## src/rtl/lsu_mem_ctrl.sv

```systemverilog
// -----------------------------------------------------------------------------
// lsu_mem_ctrl
// Load/store controller between the execute stage and a word-addressed,
// combinational-read data memory. Translates RV32I LB/LH/LW/LBU/LHU/SB/SH/SW
// requests into word accesses. Sub-word stores use read-modify-write. Loads are
// sign- or zero-extended. Faulting requests never strobe the memory.
//
// Ports:
//   clk, rst                  clock (rising edge), synchronous active-high reset
//   req_valid/req_ready       request handshake (ready only in IDLE, not in reset)
//   req_we, req_funct3        store/load select and RV32I access size/sign
//   req_addr, req_wdata       byte address and store data
//   resp_valid                one-cycle completion pulse
//   resp_rdata, resp_fault    extended load data / fault flag, held until next resp
//   mem_read_en/mem_write_en  data memory strobes (never both high)
//   mem_address, mem_wdata    word-aligned address and write data to memory
//   mem_rdata                 combinational read data from memory
// -----------------------------------------------------------------------------
module lsu_mem_ctrl #(
   parameter int unsigned DEPTH_WORDS = 128
) (
   input  logic        clk,
   input  logic        rst,
   input  logic        req_valid,
   output logic        req_ready,
   input  logic        req_we,
   input  logic [2:0]  req_funct3,
   input  logic [31:0] req_addr,
   input  logic [31:0] req_wdata,
   output logic        resp_valid,
   output logic [31:0] resp_rdata,
   output logic        resp_fault,
   output logic        mem_read_en,
   output logic        mem_write_en,
   output logic [31:0] mem_address,
   output logic [31:0] mem_wdata,
   input  logic [31:0] mem_rdata
);

   localparam int unsigned DATA_W = 32;
   localparam int unsigned IDX_W  = 30;

   typedef enum logic [2:0] {
      S_IDLE,
      S_LD_RD,
      S_ST_WR,
      S_RMW_RD,
      S_RMW_WR,
      S_RESP
   } state_e;

   state_e              state_q, state_d;
   logic                we_q, we_d;
   logic [2:0]          funct3_q, funct3_d;
   logic [DATA_W-1:0]   addr_q, addr_d;
   logic [DATA_W-1:0]   wdata_q, wdata_d;
   logic [DATA_W-1:0]   merge_q, merge_d;
   logic [DATA_W-1:0]   resp_rdata_q, resp_rdata_d;
   logic                resp_fault_q, resp_fault_d;

   logic                f3_ok_c;
   logic                misalign_c;
   logic                oor_c;
   logic                req_fault_c;
   logic [7:0]          ld_byte_c;
   logic [15:0]         ld_half_c;
   logic [DATA_W-1:0]   ld_ext_c;
   logic [DATA_W-1:0]   merge_wdata_c;

   // Request legality, evaluated on the raw request at acceptance
   always_comb begin
      if (req_we) begin
         f3_ok_c = (req_funct3 inside {3'b000, 3'b001, 3'b010});
      end else begin
         f3_ok_c = !(req_funct3 inside {3'b011, 3'b110, 3'b111});
      end
      misalign_c  = ((req_funct3[1:0] == 2'b01) && req_addr[0]) ||
                    ((req_funct3[1:0] == 2'b10) && (req_addr[1:0] != 2'b00));
      oor_c       = (req_addr[31:2] >= IDX_W'(DEPTH_WORDS));
      req_fault_c = !f3_ok_c || misalign_c || oor_c;
   end

   // Lane extraction and extension of the word being read for a load
   always_comb begin
      ld_byte_c = 8'(mem_rdata >> {addr_q[1:0], 3'b000});
      ld_half_c = addr_q[1] ? mem_rdata[31:16] : mem_rdata[15:0];
      case (funct3_q[1:0])
         2'b00:   ld_ext_c = {{24{~funct3_q[2] & ld_byte_c[7]}}, ld_byte_c};
         2'b01:   ld_ext_c = {{16{~funct3_q[2] & ld_half_c[15]}}, ld_half_c};
         default: ld_ext_c = mem_rdata;
      endcase
   end

   // Merge the store lane into the word captured during RMW_RD
   always_comb begin
      merge_wdata_c = merge_q;
      if (funct3_q[0]) begin
         merge_wdata_c[{addr_q[1], 4'b0000} +: 16] = wdata_q[15:0];
      end else begin
         merge_wdata_c[{addr_q[1:0], 3'b000} +: 8] = wdata_q[7:0];
      end
   end

   // State and datapath registers
   always_ff @(posedge clk) begin
      if (rst) begin
         state_q      <= S_IDLE;
         we_q         <= 1'b0;
         funct3_q     <= 3'b000;
         addr_q       <= '0;
         wdata_q      <= '0;
         merge_q      <= '0;
         resp_rdata_q <= '0;
         resp_fault_q <= 1'b0;
      end else begin
         state_q      <= state_d;
         we_q         <= we_d;
         funct3_q     <= funct3_d;
         addr_q       <= addr_d;
         wdata_q      <= wdata_d;
         merge_q      <= merge_d;
         resp_rdata_q <= resp_rdata_d;
         resp_fault_q <= resp_fault_d;
      end
   end

   // Next-state, strobes and response updates
   always_comb begin
      state_d      = state_q;
      we_d         = we_q;
      funct3_d     = funct3_q;
      addr_d       = addr_q;
      wdata_d      = wdata_q;
      merge_d      = merge_q;
      resp_rdata_d = resp_rdata_q;
      resp_fault_d = resp_fault_q;
      req_ready    = 1'b0;
      mem_read_en  = 1'b0;
      mem_write_en = 1'b0;
      mem_wdata    = '0;

      case (state_q)
         S_IDLE: begin
            req_ready = 1'b1;
            if (req_valid) begin
               we_d     = req_we;
               funct3_d = req_funct3;
               addr_d   = req_addr;
               wdata_d  = req_wdata;
               if (req_fault_c) begin
                  resp_fault_d = 1'b1;
                  resp_rdata_d = '0;
                  state_d      = S_RESP;
               end else if (!req_we) begin
                  state_d = S_LD_RD;
               end else if (req_funct3 == 3'b010) begin
                  state_d = S_ST_WR;
               end else begin
                  state_d = S_RMW_RD;
               end
            end
         end
         S_LD_RD: begin
            mem_read_en  = 1'b1;
            resp_rdata_d = ld_ext_c;
            resp_fault_d = 1'b0;
            state_d      = S_RESP;
         end
         S_ST_WR: begin
            mem_write_en = 1'b1;
            mem_wdata    = wdata_q;
            resp_rdata_d = '0;
            resp_fault_d = 1'b0;
            state_d      = S_RESP;
         end
         S_RMW_RD: begin
            mem_read_en = 1'b1;
            merge_d     = mem_rdata;
            state_d     = S_RMW_WR;
         end
         S_RMW_WR: begin
            mem_write_en = 1'b1;
            mem_wdata    = merge_wdata_c;
            resp_rdata_d = '0;
            resp_fault_d = 1'b0;
            state_d      = S_RESP;
         end
         S_RESP: begin
            state_d = S_IDLE;
         end
         default: begin
            state_d = S_IDLE;
         end
      endcase

      // Reset suppresses handshake and any in-flight memory write
      if (rst) begin
         req_ready    = 1'b0;
         mem_read_en  = 1'b0;
         mem_write_en = 1'b0;
      end
   end

   assign resp_valid  = (state_q == S_RESP);
   assign resp_rdata  = resp_rdata_q;
   assign resp_fault  = resp_fault_q;
   assign mem_address = {addr_q[31:2], 2'b00};

endmodule

```

## config.mk

```make
export PLATFORM = sky130hd
export DESIGN_NAME = lsu_mem_ctrl
export DESIGN_NICKNAME = d
export VERILOG_FILES = /design/src/rtl/lsu_mem_ctrl.sv
export SDC_FILE = /design/constraint.sdc
export NUM_CORES = 1
export LEC_CHECK = 0
export ABC_AREA = 1
export CAP_MARGIN = 15
export CORE_MARGIN = 2
export CORE_UTILIZATION = 35
export DETAILED_ROUTE_END_ITERATION = 16
export GPL_TIMING_DRIVEN = 0
export SLEW_MARGIN = 20
export SYNTH_ARGS = -nofsm -noshare
export SYNTH_HDL_FRONTEND = slang
export SYNTH_SLANG_ARGS = --single-unit
```

## constraint.sdc

```tcl
create_clock -name clk -period 5.22 [get_ports clk]
set_clock_uncertainty 0.1 [all_clocks]
set_input_delay 1.044 -clock clk [delete_from_list [all_inputs] [get_ports clk]]
set_output_delay 1.044 -clock clk [all_outputs]
set_load 0.03 [all_outputs]
```

==> results of run 1 <==
registers in the layout, summed over array words and instances (netlist names):
signal,flops
state_q,3
wdata_q,32
merge_q,32
resp_fault,1
resp_rdata,32
addr_q,32
funct3_q,3
metrics by stage:
stage                     std cells  total power [uW]  setup slack [ns]
after floorplan                1040              2220              2.04
after global placement         1510              2780              1.26
after detailed placement       1510              2790              1.28
after CTS                      1541              4060             0.808
after global routing           1541              4260             0.587
final                          1541              4070             0.772
layer usage:
metal,share of wire [%],vias up,wire (um)
met3,8.8,28,2430
met2,44,302,12200
li1,-,3922,-
met5,0,-,0
met1,46,3777,12600
met4,1.1,0,300
worst paths after layout:
check / from / endpoint / slack [ns] / cells past startpoint
worst max-delay path: addr_q[1]$_SDFFE_PP0P_ / mem_wdata[28] / 0.77 / 11
worst min-delay path: wdata_q[26]$_SDFFE_PP0P_ / wdata_q[26]$_SDFFE_PP0P_ / 0.35 / 2
worst max register to register: state_q[2]$_SDFFE_PP0P_ / merge_q[0]$_SDFFE_PP0N_ / 3.37 / 7
worst min register to register: wdata_q[26]$_SDFFE_PP0P_ / wdata_q[26]$_SDFFE_PP0P_ / 0.35 / 2
logic make-up after synthesis:
logic type | synth area share [%]
buffers and inverters | 14.5
AND/OR/NAND/NOR | 19.1
other | 0.0522
flip-flops | 37.6
adder cells (fa/ha/maj) | 0.870
AO/OA/AOI/OAI | 27.9
where the power goes:
part	internal, uW	switching, uW
sequential	1170	92.5
combinational	572	951
clock	789	491
total	2530	1530
layout make-up:
cell class | instances | share of cell area [%]
inverter | 105 | 3.91
clock inverter | 10 | 1.43
clock buffer | 21 | 4.64
multi-input combinational | 690 | 34.0
tap | 270 | 3.33
sequential | 135 | 26.6
timing repair buffer | 200 | 19.7
buffer | 110 | 6.37
synth_stat cells (2+ instances only):
library cell | count | area, um^2
o21ai_0 | 183 | 916
a21oi_1 | 136 | 681
dfxtp_1 | 135 | 2700
nand2_1 | 108 | 405
inv_1 | 101 | 379
nand3_1 | 98 | 490
nor2_1 | 92 | 345
buf_4 | 34 | 255
clkbuf_1 | 33 | 124
buf_2 | 31 | 155
o221ai_1 | 22 | 193
o211ai_1 | 15 | 113
buf_6 | 9 | 101
a22oi_1 | 6 | 45.0
ha_1 | 5 | 62.6
buf_1 | 3 | 11.3
inv_2 | 3 | 11.3
nand2_2 | 3 | 18.8
nor3_1 | 3 | 15.0
nor2_4 | 2 | 22.5
worst register-to-register path: stages, from the launching register on:
cell	delay, ns
dfxtp_1	0.32
inv_1	0.10
nand2_1	0.11
nor2_1	0.38
buf_2	0.33
buf_2	0.26
o21ai_0	0.10
nor2_1	0.11
==> results.py, run 1 <==
metrics = {
    "clock_tree": {
        "numCtsBuffers": 17,
        "ctsResizeCount": 0,
        "cts_buffer_depth": 2,
        "postCtsSetupRepairBufs": 0,
        "cts_tree": "done",
        "root_buffer": "clkbuf_16",
        "h-tree-depth": 4,
        "cts_hold_buf": 0,
        "cts_sinks": 135,
        "path_clk_slew_ns": 0.06,
        "clk_latency_ns": 0.44,
    },
    "global_routing": {
        "met2_usage_pct": 38.5,
        "overflow": 0,
        "grt_first_pass_wirelength_um": 42200,
        "antenna_found_initial": 0,
        "grt_start_max_net_pins": 17,
        "track_usage_pct": 25.1,
        "grt_pass1_vias": 7623,
        "grtUsageMet3_pct": 6.37,
        "grt-busiest-layer": "met2",
        "met1_usage_pct": 35.3,
    },
    "timing": {
        "max_freq_ghz": 0.225,
        "slew_headroom_pct": 57.6,
        "finalSetupViolCount": 0,
        "hold_ws_ns": 0.347,
        "tightest_slew_ns": 0.636,
        "finalHoldViolCount": 0,
        "rsz0062_at_grt": "no",
        "period_needed_ns": 4.45,
        "min_period_over_period_pct": 85.2,
        "slew_viol_final": 0,
        "fin_tns_setup_ns": 0,
    },
    "yosys": {
        "avgSynthCellArea_um2": 6.92,
        "syn_area_mm2": 0.00719,
        "synth_edf_count": 0,
        "syn-instance-count": 1039,
        "yosysUniqueCellTypes": 37,
        "dominantRegCellSynth": "dfxtp_1",
        "synthArstFlopShare_pct": 0,
        "yosysWarnings": 0,
        "ys_seq_area_share_pct": 37.6,
        "ys_ff_latch": 135,
    },
    "setup_path": {
        "crit_chain": "buf_4, inv_4, ha_1, buf_2, inv_1, buf_2, nand3_1, o221ai_1, nand3_1, o21ai_0, clkdlybuf4s50_1",
        "cp.arrival_ns": 3.30,
        "startpoint_type": "flop",
        "crit_slowest_cell": "clkdlybuf4s50_1",
        "cp_slowest_stage_delay_ns": 0.71,
        "cp.required_ns": 4.08,
        "crit_buf_inv": 6,
        "path_max_fanout": 12,
        "crit_type": "reg2out",
        "crit_path_end_kind": "output port",
        "crit_family": "buffers and inverters",
    },
    "finish": {
        "antenna_cells": 0,
        "final_cell_mix": "clkdlybuf4s50_1, o21ai_0, a21oi_1",
        "areaGrowthSynthToFinish_pct": 41.2,
        "nNetsFinal": 1367,
        "fin_area_mm2": 0.0101,
        "seq_area_mm2": 0.00270,
        "layout_commonest_cell": "clkdlybuf4s50_1",
        "post-route-util_pct": 50.3,
        "multi_input_area_mm2": 0.00345,
        "drive_above_1_share_pct": 9.36,
        "fill_cells": 2067,
    },
    "hold_path": {
        "hold_class": "reg2reg",
    },
    "detailed_routing": {
        "vias_per_cell": 5.21,
        "drt_wl_total_um": 27500,
        "drc": 0,
        "antenna_left": 0,
        "routedWlPerCell_um": 17.9,
        "drtPass1Iterations": 5,
        "vias": 8029,
        "drt_iter0_markers": 765,
    },
    "die": {
        "ios": 204,
        "coreArea_mm2": 0.0202,
        "die_y_um": 147,
        "rows": 52,
        "die_area_mm2": 0.0217,
        "initial_core_util_pct": 35.7,
        "die_w_um": 147,
    },
    "placed_design": {
        "postPlaceCellArea_mm2": 0.00953,
        "numPortBuffers": 200,
        "globalplace.congestion": 0.922,
        "dpl.hpwl_um": 21100,
    },
    "status": {
        "status": "finished, final reports clean",
    },
    "flow_run": {
        "maxCapViolations": 0,
    },
    "pwr": {
        "p_leak_uw": 0.00390,
        "ir_worst_vdd_uv": 231,
        "power-per-cell-area_mw_per_mm2": 401,
    },
}
(Power assumes the default switching activity.)
==> run 2: changes to the inputs <==
- ABC_CLOCK_PERIOD_IN_PS: not set -> 5220
- CORE_ASPECT_RATIO: not set -> 2
- CORE_UTILIZATION: 35 -> 40
- PLACE_DENSITY: not set -> 0.69
==> results.py, run 2 (same netlist as run 1, synthesis figures left out) <==
metrics = {
    "status": {
        "status": "finished, final reports clean",
    },
    "die": {
        "rows": 69,
        "die_y_um": 194,
        "coreArea_mm2": 0.0177,
        "die_w_um": 98.8,
        "die_area_mm2": 0.0191,
        "ios": 204,
        "initial_core_util_pct": 40.6,
    },
    "detailed_routing": {
        "vias": 8000,
        "drc": 0,
        "routedWlPerCell_um": 18.5,
        "antenna_left": 0,
        "vias_per_cell": 5.39,
        "drt_wl_total_um": 27500,
        "drt_iter0_markers": 408,
        "drtPass1Iterations": 5,
    },
    "placed_design": {
        "dpl.hpwl_um": 21800,
        "numPortBuffers": 200,
        "dpl_worst_slack_ns": 1.22,
        "globalplace.congestion": 0.977,
        "numPlacedInstances": 1453,
    },
    "timing": {
        "finalSetupViolCount": 0,
        "slew_headroom_pct": 51.4,
        "tightest_slew_ns": 0.729,
        "period_needed_ns": 4.40,
        "rsz0062_at_grt": "no",
        "slew_viol_final": 0,
        "min_period_over_period_pct": 84.3,
        "fin_tns_setup_ns": 0,
        "max_freq_ghz": 0.227,
        "finalHoldViolCount": 0,
        "timing.final.ws_setup_ns": 0.817,
    },
    "hold_path": {
        "hold_class": "reg2reg",
    },
    "finish": {
        "fill_cells": 1715,
        "antenna_cells": 0,
        "drive_above_1_share_pct": 9.21,
        "seq_area_mm2": 0.00270,
        "multi_input_area_mm2": 0.00345,
        "final_cell_mix": "clkdlybuf4s50_1, o21ai_0, a21oi_1",
        "layoutNonFillerInstCount": 1484,
        "layout_commonest_cell": "clkdlybuf4s50_1",
        "areaGrowthSynthToFinish_pct": 40.4,
        "nNetsFinal": 1367,
    },
    "setup_path": {
        "crit_type": "reg2out",
        "startpoint_type": "flop",
        "worstReg2RegEnd": "resp_rdata[31]$_SDFFE_PP0P_",
        "worst-r2r-setup-slack_ns": 3.22,
        "rr_worst_depth": 8,
        "crit_end": "mem_wdata[28]",
        "r2r-start": "state_q[1]$_SDFFE_PP0P_",
        "crit_path_end_kind": "output port",
        "startpoint": "addr_q[1]$_SDFFE_PP0P_",
        "path_max_fanout": 12,
        "cp.required_ns": 4.08,
        "cp.arrival_ns": 3.26,
    },
    "global_routing": {
        "overflow": 0,
        "grt_start_max_net_pins": 17,
        "grt_first_pass_wirelength_um": 41900,
        "track_usage_pct": 27.9,
        "grt_pass1_vias": 7782,
        "antenna_found_initial": 0,
    },
    "pwr": {
        "ir_worst_vdd_uv": 234,
        "finalPower_uw": 4100,
        "power-per-cell-area_mw_per_mm2": 406,
        "p_leak_uw": 0.00391,
    },
    "clock_tree": {
        "cts_sinks": 135,
        "path_clk_slew_ns": 0.06,
        "clk_latency_ns": 0.42,
        "h-tree-depth": 4,
        "cts_buffer_depth": 2,
        "postCtsSetupRepairBufs": 0,
        "numCtsBuffers": 17,
        "ctsResizeCount": 0,
        "root_buffer": "clkbuf_16",
        "cts_hold_buf": 0,
        "cts_tree": "done",
    },
    "flow_run": {
        "maxCapViolations": 0,
    },
}
==> run 2: cell count changes in the layout (fill, tap and decap cells not counted) <==
| cell | previous run | this run |
|---|---|---|
| inv_6 | 1 | 0 |
| clkinv_4 | 3 | 1 |
| clkbuf_8 | 3 | 4 |
| bufinv_16 | 3 | 4 |
| clkinvlp_4 | 2 | 1 |
| clkbuf_1 | 34 | 36 |
==> run 2: stage by stage <==
step / cell area [um^2] / util, % / hold WS [ns]
after floorplan: 7190 / - / 0.325
after CTS: 10100 / 57.0 / 0.347
final: 10100 / 57.0 / 0.346
after global routing: 10100 / 57.0 / 0.367
after global placement: 9460 / 53.5 / 0.334
after detailed placement: 9460 / 53.5 / 0.339
==> run 2: cell type report <==
type,instances,share of cell area (%)
Buffer,110,6.41
Inverter,105,3.93
Multi-Input combinational cell,690,34.2
Clock inverter,7,1.40
Timing Repair Buffer,200,19.8
Sequential cell,135,26.8
Tap cell,213,2.64
Clock buffer,24,4.87
==> run 2: worst min path at each step <==
| stage | endpoint | cells past startpoint | from |
|---|---|---|---|
| final | wdata_q[21]$_SDFFE_PP0P_ | 2 | wdata_q[21]$_SDFFE_PP0P_ |
| after global routing | wdata_q[21]$_SDFFE_PP0P_ | 2 | wdata_q[21]$_SDFFE_PP0P_ |
| after CTS | wdata_q[21]$_SDFFE_PP0P_ | 2 | wdata_q[21]$_SDFFE_PP0P_ |
| after detailed placement | wdata_q[21]$_SDFFE_PP0P_ | 2 | wdata_q[21]$_SDFFE_PP0P_ |
| after global placement | wdata_q[21]$_SDFFE_PP0P_ | 2 | wdata_q[21]$_SDFFE_PP0P_ |
| after floorplan | wdata_q[16]$_SDFFE_PP0P_ | 2 | wdata_q[16]$_SDFFE_PP0P_ |
==> run 2: where the power goes <==
group	total (uW)	internal (uW)	switching [uW]
combinational	1520	572	952
sequential	1260	1170	91.9
clock	1310	849	466
==> run 2: critical path: stages, from the launching register on <==
cell and delay [ns]:
dfxtp_1 0.35, buf_4 0.19, inv_4 0.09, ha_1 0.18, buf_2 0.18, inv_1 0.21, buf_2 0.28, nand3_1 0.15
o221ai_1 0.21, nand3_1 0.14, o21ai_0 0.14, clkdlybuf4s50_1 0.71
==> run 2: per-layer routing <==
metal	vias up	routed length, um	GRT usage [%]
li1	3924	-	-
met1	3633	9670	27.8
met2	346	14600	51.6
met3	97	1280	3.97
met4	0	1960	19.5
met5	-	0	0
